==> src/rtl/wb_regfile_stage.sv <==
// wb_regfile_stage: writeback stage of the 5-stage RISC-V pipeline.
//   Formats the raw load word, selects the writeback result and commits it to
//   the 32 x XLEN integer register file. It also serves the two decode-stage
//   read ports with a write-through bypass.
// Ports:
//   clk, rst                 rising-edge clock, asynchronous active-high reset
//   reg_write_w              W-stage register-write enable
//   result_src_w[1:0]        00 ALU, 01 load, 10 PC+4, 11 immediate
//   funct3_w[2:0]            load size/sign code
//   rd_w[4:0]                destination register index
//   alu_result_w             ALU result / effective address
//   read_data_w              raw memory word
//   pc_plus4_w               PC+4 (jal/jalr)
//   ext_imm_w                extended immediate (lui)
//   rs1_d, rs2_d             decode read indices
//   rd1_d, rd2_d             decode read data
//   result_w                 selected writeback value (also to forwarding unit)
module wb_regfile_stage #(
  parameter int XLEN  = 32,
  parameter int NREGS = 32
) (
  input  logic                     clk,
  input  logic                     rst,
  input  logic                     reg_write_w,
  input  logic [1:0]               result_src_w,
  input  logic [2:0]               funct3_w,
  input  logic [$clog2(NREGS)-1:0] rd_w,
  input  logic [XLEN-1:0]          alu_result_w,
  input  logic [XLEN-1:0]          read_data_w,
  input  logic [XLEN-1:0]          pc_plus4_w,
  input  logic [XLEN-1:0]          ext_imm_w,
  input  logic [$clog2(NREGS)-1:0] rs1_d,
  input  logic [$clog2(NREGS)-1:0] rs2_d,
  output logic [XLEN-1:0]          rd1_d,
  output logic [XLEN-1:0]          rd2_d,
  output logic [XLEN-1:0]          result_w
);

  localparam int IDX_W = $clog2(NREGS);

  logic [XLEN-1:0] r_regs [NREGS];
  logic [XLEN-1:0] w_load;
  logic [XLEN-1:0] w_result;
  logic            w_wr_en;

  // Load formatting. Misaligned accesses are not trapped: the halfword lane
  // is chosen by address bit 1 alone.
  function automatic logic [XLEN-1:0] f_fmt_load(input logic [2:0]      f3,
                                                 input logic [1:0]      off,
                                                 input logic [XLEN-1:0] word);
    logic [XLEN-1:0] v_bsh;
    logic [XLEN-1:0] v_hsh;
    logic [7:0]      v_b;
    logic [15:0]     v_h;
    v_bsh = word >> {off, 3'b000};
    v_hsh = word >> {off[1], 4'b0000};
    v_b   = v_bsh[7:0];
    v_h   = v_hsh[15:0];
    case (f3)
      3'b000:  f_fmt_load = {{(XLEN-8){v_b[7]}}, v_b};
      3'b100:  f_fmt_load = {{(XLEN-8){1'b0}}, v_b};
      3'b001:  f_fmt_load = {{(XLEN-16){v_h[15]}}, v_h};
      3'b101:  f_fmt_load = {{(XLEN-16){1'b0}}, v_h};
      default: f_fmt_load = word;
    endcase
  endfunction

  assign w_load = f_fmt_load(funct3_w, alu_result_w[1:0], read_data_w);

  always_comb begin
    w_result = alu_result_w;
    case (result_src_w)
      2'b00:   w_result = alu_result_w;
      2'b01:   w_result = w_load;
      2'b10:   w_result = pc_plus4_w;
      default: w_result = ext_imm_w;
    endcase
  end

  assign result_w = w_result;

  // x0 is never written, so it keeps its reset value of zero.
  assign w_wr_en = reg_write_w && (rd_w != '0);

  always_ff @(posedge clk or posedge rst) begin
    if (rst) begin
      for (int i = 0; i < NREGS; i++) r_regs[i] <= '0;
    end else if (w_wr_en) begin
      r_regs[rd_w] <= w_result;
    end
  end

  // Write-through read: a write in flight this cycle is visible immediately,
  // so decode never stalls on a W-stage producer. Reset forces zero.
  function automatic logic [XLEN-1:0] f_read(input logic [IDX_W-1:0] idx,
                                             input logic             in_rst,
                                             input logic             wr_en,
                                             input logic [IDX_W-1:0] wr_idx,
                                             input logic [XLEN-1:0]  wr_data,
                                             input logic [XLEN-1:0]  stored);
    if (in_rst || idx == '0)            f_read = '0;
    else if (wr_en && wr_idx == idx)    f_read = wr_data;
    else                                f_read = stored;
  endfunction

  assign rd1_d = f_read(rs1_d, rst, w_wr_en, rd_w, w_result, r_regs[rs1_d]);
  assign rd2_d = f_read(rs2_d, rst, w_wr_en, rd_w, w_result, r_regs[rs2_d]);

endmodule

==> config.mk <==
export PLATFORM = sky130hd
export DESIGN_NAME = wb_regfile_stage
export DESIGN_NICKNAME = d
export VERILOG_FILES = /design/src/rtl/wb_regfile_stage.sv
export SDC_FILE = /design/constraint.sdc
export NUM_CORES = 2
export LEC_CHECK = 0
export CAP_MARGIN = 20
export CORE_ASPECT_RATIO = 1.1
export CORE_MARGIN = 1.5
export CORE_UTILIZATION = 44
export DETAILED_ROUTE_END_ITERATION = 8
export DONT_BUFFER_PORTS = 1
export GPL_TIMING_DRIVEN = 0
export MAX_ROUTING_LAYER = met4
export REMOVE_ABC_BUFFERS = 1
export SLEW_MARGIN = 40
export SYNTH_ARGS = -nofsm -noshare
export SYNTH_HDL_FRONTEND = slang
export SYNTH_SLANG_ARGS = --single-unit
==> constraint.sdc <==
create_clock -name clk -period 47.2 [get_ports clk]
set_clock_uncertainty 0.15 [all_clocks]
set_input_delay 9.44 -clock clk [delete_from_list [all_inputs] [get_ports clk]]
set_output_delay 9.44 -clock clk [all_outputs]
set_load 0.005 [all_outputs]
======== Yosys cells after proc, flatten, opt, wreduce, memory -nomap -nowiden ========
Cells that the tools add are included.
operators by class
  add/sub/neg operators ................... 0
  multipliers ............................. 0
  div/mod/pow operators ................... 0
  order comparisons ....................... 4
  equality and inequality tests ........... 7
  shift operators ......................... 2
  mux-type cells .......................... 15
  bitwise gates (word level) .............. 3
  reduce and logical (&&, ||, !) cells .... 11
operators with widths
  operator                                                                number
  1024-bit bitwise mux                                                    1
  32-bit binary-select mux with 5-bit select                              2
  32-bit two-way mux                                                      9
  32-bit demux with 5-bit select                                          1
  32-bit case mux with 4 select lines                                     1
  32-bit case mux with 3 select lines                                     1
  32-bit by 5-bit >> shifter with 16-bit output                           1
  32-bit by 5-bit >> shifter with 8-bit output                            1
  6-bit >= comparator (second input constant)                             3
  5-bit NOT with 6-bit output                                             3
  5-bit equality test                                                     2
  5-bit logical NOT                                                       2
  3-bit equality test (second input constant)                             2
  6-bit by 1-bit < comparator with 1-bit output (second input constant)   1
  5-bit nonzero test                                                      1
  1-bit logical AND                                                       4
  3-bit by 1-bit equality test with 1-bit output (second input constant)  1
  3-bit logical NOT                                                       1
  2-bit by 1-bit equality test with 1-bit output (second input constant)  1
  2-bit equality test (second input constant)                             1
  2-bit logical NOT                                                       1
  1-bit logical OR                                                        2
word-level totals
  flip-flop bits (word level) ............. 1024
  latch bits .............................. 0
  RAM bits ................................ 0
  memory bits (read-only) ................. 0
  bits of input ports ..................... 151
  logic and storage cells ................. 74
  memories kept ........................... 0

======== Logic depth before layout (Yosys ltp) ========
  depth after elaboration ................. 6
  mapped depth ............................ 9
  mapped depth without buffers ............ 6

======== Worst setup path after synthesis ========
OpenSTA, ideal clock, no wires.
  path kind ............................... input-to-output
  start point ............................. input port rst
  end point ............................... output port rd1_d[6]
  arrival time ............................ 35.658 ns
  required time ........................... 37.610 ns
  slack ................................... 1.952 ns
  stages on the path ...................... 5
  path buffers ............................ 1
  path through ............................ inv_1 > o311ai_1 > buf_2 > a21oi_1 > a211o_1
between the ends
  word-level cells in the longest chain between the ends .. 2
ends and longest elaborated chain
  item                RTL line  source
  start: declaration  23        input logic rst,
  1-bit logical OR    101       if (in_rst || idx == '0) f_read = '0;
  32-bit two-way mux  101
  end: declaration    34        output logic [XLEN-1:0] rd1_d,
Every way passes these cells.

======== Final worst setup path ========
  start point ............................. input port rs2_d[0]
  end point ............................... output port rd2_d[22]
between the ends
  word-level cells in the longest chain between the ends .. 6
  elaborated cells on any way between the ends .. 10
  classes of those cells .................. eq/ne (1); mux (5); bitwise (1); reduce/logical (3)
ends and longest elaborated chain
  item                                                   RTL line  source
  start: declaration                                     33        input logic [$clog2(NREGS)-1:0] rs2_d,
  5-bit NOT with 6-bit output (not written as such)      107       assign rd2_d = f_read(rs2_d, rst, w_wr_en, rd_w, w_result, r_regs[rs2_d]);
  32-bit binary-select mux with 5-bit select             107
  32-bit two-way mux (not written as such) (2 in a row)  107
  32-bit two-way mux                                     102       else if (wr_en && wr_idx == idx) f_read = wr_data;
  32-bit two-way mux *                                   101
  end: declaration                                       35        output logic [XLEN-1:0] rd2_d,
Mark *: on every way between the ends. The rest lies on a longest branch, timed or not. The select of a mux whose other input is x is not followed.

==> flow_metrics.env <==
export IMPL_final_setup_tns_ns=0
export IMPL_outcome="completed"
export IMPL_antenna_found_initial=11
export IMPL_cpLargestDelayFamily="buffers and inverters"
export IMPL_h_tree_depth=3
export IMPL_critPathCaptureType="output pin"
export IMPL_yosysWarnings=0
export IMPL_cts_clk_slew_worst_paths_ns=0.06
export IMPL_grt_pass1_wl_um=283000
export IMPL_p_per_area_mw_per_mm2=41.5
export IMPL_finalInstanceArea_mm2=0.0623
export IMPL_cp_required_ns=37.61
export IMPL_ctsHoldBuffers=0
export IMPL_cp_cell_sequence="buf_16 -> buf_16 -> xnor2_1 -> nand3_1 -> o211ai_1 -> buf_2 -> buf_4 -> buf_2 -> buf_2 -> buf_2 -> a21oi_1 -> a211o_1"
export IMPL_hold_ws_ns=0.250
export IMPL_pwr_share_clk_pct=35.6
export IMPL_p_leak_nw=27.8
export IMPL_drc=0
export IMPL_crit_path_start_kind="input port"
export IMPL_clockRootBuffer="clkbuf_16"
export IMPL_hpwl_um=119000
export IMPL_setup_violations=0
export IMPL_cts_setup_buffers=0
export IMPL_floorplan_initialDensity_pct=44.5
export IMPL_rows=135
export IMPL_dpl_cell_area_mm2=0.0581
export IMPL_place_congestion=0.829
export IMPL_ys_types=58
export IMPL_report_final_slew_viol_count=0
export IMPL_finalPower_mw=2.58
export IMPL_async_reset_ff_share_pct=100
export IMPL_cp_common_cell="buf_2"
export IMPL_dr_pass1_iters=5
export IMPL_num_vias=43345
export IMPL_die_w_um=340
export IMPL_max_stage_delay_ns=0.64
export IMPL_via_per_inst=6.36
export IMPL_synth_main_ff_cell="dfrtp_1"
export IMPL_grt_max_degree=383
export IMPL_drive_above_1_share_pct=15.5
export IMPL_clock_sinks=1024
export IMPL_crit_buf_inv=7
export IMPL_cts_tree="done"
export IMPL_p_int_mw=1.84
export IMPL_reg2reg_slack_ns=46.25
export IMPL_worst_path_max_delay_cell="buf_16"
export IMPL_largest_register="r_regs"
export IMPL_grt_pass1_vias=42920
export IMPL_worstMarginPinSlew_ns=0.875
export IMPL_comb_power_share_pct=19.1
export IMPL_p_sw_share_pct=29.0
export IMPL_grt_setup_unrepaired="no"
export IMPL_io_pins=247
export IMPL_port_buffers=0
export IMPL_numCtsBuffers=110
export IMPL_finish_utilization_pct=50.4
export IMPL_fin_nets=5224
export IMPL_vdd_drop_max_v=0.0000301
export IMPL_clk_path_buf_depth=3
export IMPL_core_mm2=0.124
export IMPL_period_needed_ns=22.56
export IMPL_path_class="input port to output pin"
export IMPL_top_regs="r_regs: 1024 flops"
export IMPL_drt_first_iter_violations=3979
export IMPL_slew_headroom_pct=41.7
export IMPL_fin_crit_sh_pct=47.8
export IMPL_chipHeight_um=374
export IMPL_worstPathMaxFanout=105
export IMPL_drt_wl_total_um=191000
export IMPL_clkLatencyLatePin_ns=0.70
export IMPL_p_switching_uw=750
export IMPL_largest_reg_flops=1024
export IMPL_dieArea_mm2=0.127
export IMPL_ys_ff_latch=1024
export IMPL_synthCells=5363
export IMPL_wl_per_cell_um=28.0
export IMPL_syn_avg_cell_area_um2=10.3
export IMPL_netlist_area_mm2=0.0550
export IMPL_min_path_type="flop to flop"
export IMPL_final_hold_violation_count=0
export IMPL_maxCapViolCount=0
export IMPL_critPathArrivalTime_ns=12.97
export IMPL_grt_overflow_total=0
export IMPL_grt_usage_pct=30.6
export IMPL_drtAntennaViolNets=0
export IMPL_seq_power_share_pct=45.2
export IMPL_synth_edf_count=0
export IMPL_yosysSeqAreaShare_pct=46.6
export IMPL_cts_resized=0
export IMPL_area_growth_syn_to_layout_pct=13.3
export IMPL_fmax_mhz=44.3
-- cells in the mapped netlist, types with 2 or more instances --
cell | n | share of area, %
a211o_1 | 42 | 0.67
a211oi_1 | 4 | 0.055
a21o_1 | 2 | 0.027
a21oi_1 | 126 | 1.1
a221o_1 | 21 | 0.38
a221oi_1 | 242 | 3.9
a221oi_2 | 4 | 0.11
a22oi_1 | 126 | 1.7
a311o_1 | 2 | 0.036
a311oi_1 | 2 | 0.032
and2_1 | 4 | 0.045
and3_1 | 2 | 0.023
and3b_1 | 4 | 0.064
buf_1 | 33 | 0.23
buf_2 | 74 | 0.67
buf_6 | 3 | 0.061
clkbuf_1 | 443 | 3.0
clkbuf_2 | 25 | 0.23
dfrtp_1 | 1024 | 47
inv_1 | 34 | 0.23
inv_2 | 11 | 0.075
mux2_2 | 45 | 0.92
mux2i_1 | 509 | 9.3
mux4_2 | 271 | 11
nand2_1 | 1056 | 7.2
nand2b_1 | 9 | 0.10
nand3_1 | 10 | 0.091
nor2_1 | 20 | 0.14
nor2b_1 | 12 | 0.14
nor3_1 | 6 | 0.055
nor3b_1 | 5 | 0.068
o211ai_1 | 10 | 0.14
o21a_1 | 3 | 0.041
o21ai_0 | 1057 | 9.6
o21ai_2 | 8 | 0.13
o21bai_1 | 49 | 0.67
o221a_2 | 16 | 0.33
o221ai_1 | 2 | 0.032
o22ai_2 | 6 | 0.14
o311ai_1 | 2 | 0.032
o31ai_1 | 4 | 0.055
or2_2 | 10 | 0.11
xnor2_1 | 10 | 0.16
-- logic make-up after synthesis --
family	Yosys count	synth area share (%)
buffers and inverters	623	4.52
AOI/OAI and AO/OA	1739	19.4
xor gates and xnor gates	10	0.159
DFF	1024	46.6
muxes	826	21.3
and+or+nand+nor	1141	8.09
-- routing by layer --
| layer | up-vias | track usage, % | share of wire, % |
|---|---|---|---|
| met5 | - | - | 0 |
| met3 | 508 | 7.60 | 10 |
| met1 | 21811 | 41.1 | 42 |
| met4 | 0 | 11.9 | 4.1 |
| li1 | 19080 | - | - |
| met2 | 1946 | 44.5 | 44 |
-- power by group through the flow --
stage / registers, mW / clock network (mW) / logic (mW)
6_report: 1.17 / 0.921 / 0.495
2_1_floorplan: 1.15 / 0 / 0.348
4_1_cts: 1.17 / 0.932 / 0.474
3_5_place_dp: 1.18 / 0 / 0.473
3_3_place_gp: 1.17 / 0 / 0.433
5_1_grt: 1.19 / 0.966 / 0.552
-- path summary, 6_finish.rpt --
| check | to | start | depth (start not counted) |
|---|---|---|---|
| setup / recovery | rd2_d[22] | rs2_d[0] | 12 |
| hold / removal | r_regs[1018]$_DFFE_PP0P_ | r_regs[1018]$_DFFE_PP0P_ | 0 |
| setup reg to reg | r_regs[129]$_DFFE_PP0P_ | r_regs[129]$_DFFE_PP0P_ | 1 |
| hold reg to reg | r_regs[1018]$_DFFE_PP0P_ | r_regs[1018]$_DFFE_PP0P_ | 0 |
| max in group asynchronous | r_regs[534]$_DFFE_PP0P_ | rst | 6 |
| min in group asynchronous | r_regs[619]$_DFFE_PP0P_ | rst | 1 |
-- cells in the final DEF, fill, tap and decap left out, types with 9 or more instances in the layout --
master,Yosys,layout
clkbuf_16,0,114
clkbuf_1,443,15
nand3_1,10,10
nand2b_1,9,9
mux2i_1,509,509
buf_16,0,54
buf_12,0,36
o21ai_4,1,10
inv_2,11,10
mux2_2,45,45
nand2_1,1056,1021
a211o_1,42,42
a221o_1,21,21
or2_2,10,10
buf_2,74,28
xnor2_1,10,10
inv_1,34,31
mux4_2,271,271
o211ai_1,10,10
buf_8,0,32
clkbuf_8,0,33
o221a_2,16,16
diode_2,0,13
clkinv_2,0,19
o21bai_1,49,49
bufinv_16,0,11
nand2_4,0,31
nor2_1,20,14
a221oi_1,242,241
a21oi_1,126,125
dfrtp_1,1024,1024
buf_4,0,18
a22oi_1,126,126
o21ai_0,1057,1056
nor2b_1,12,9
-- cell type report --
| class | instances | area (um^2) |
|---|---|---|
| fill | 11048 | 61300 |
| clock buffer | 162 | 3360 |
| multi-input combinational | 3716 | 27500 |
| inverter | 45 | 196 |
| sequential | 1024 | 25600 |
| antenna | 13 | 32.5 |
| tap | 1644 | 2060 |
| timing repair buffer | 176 | 3050 |
| clock inverter | 37 | 489 |
-- stage by stage --
step | worst slack [ns] | instances
2_1_floorplan | -2.63 | 4785
3_3_place_gp | -40.03 | 6429
3_5_place_dp | 25.39 | 6591
4_1_cts | 25.38 | 6790
5_1_grt | 24.55 | 6815
6_report | 24.64 | 6817
(Power assumes the default switching activity.)
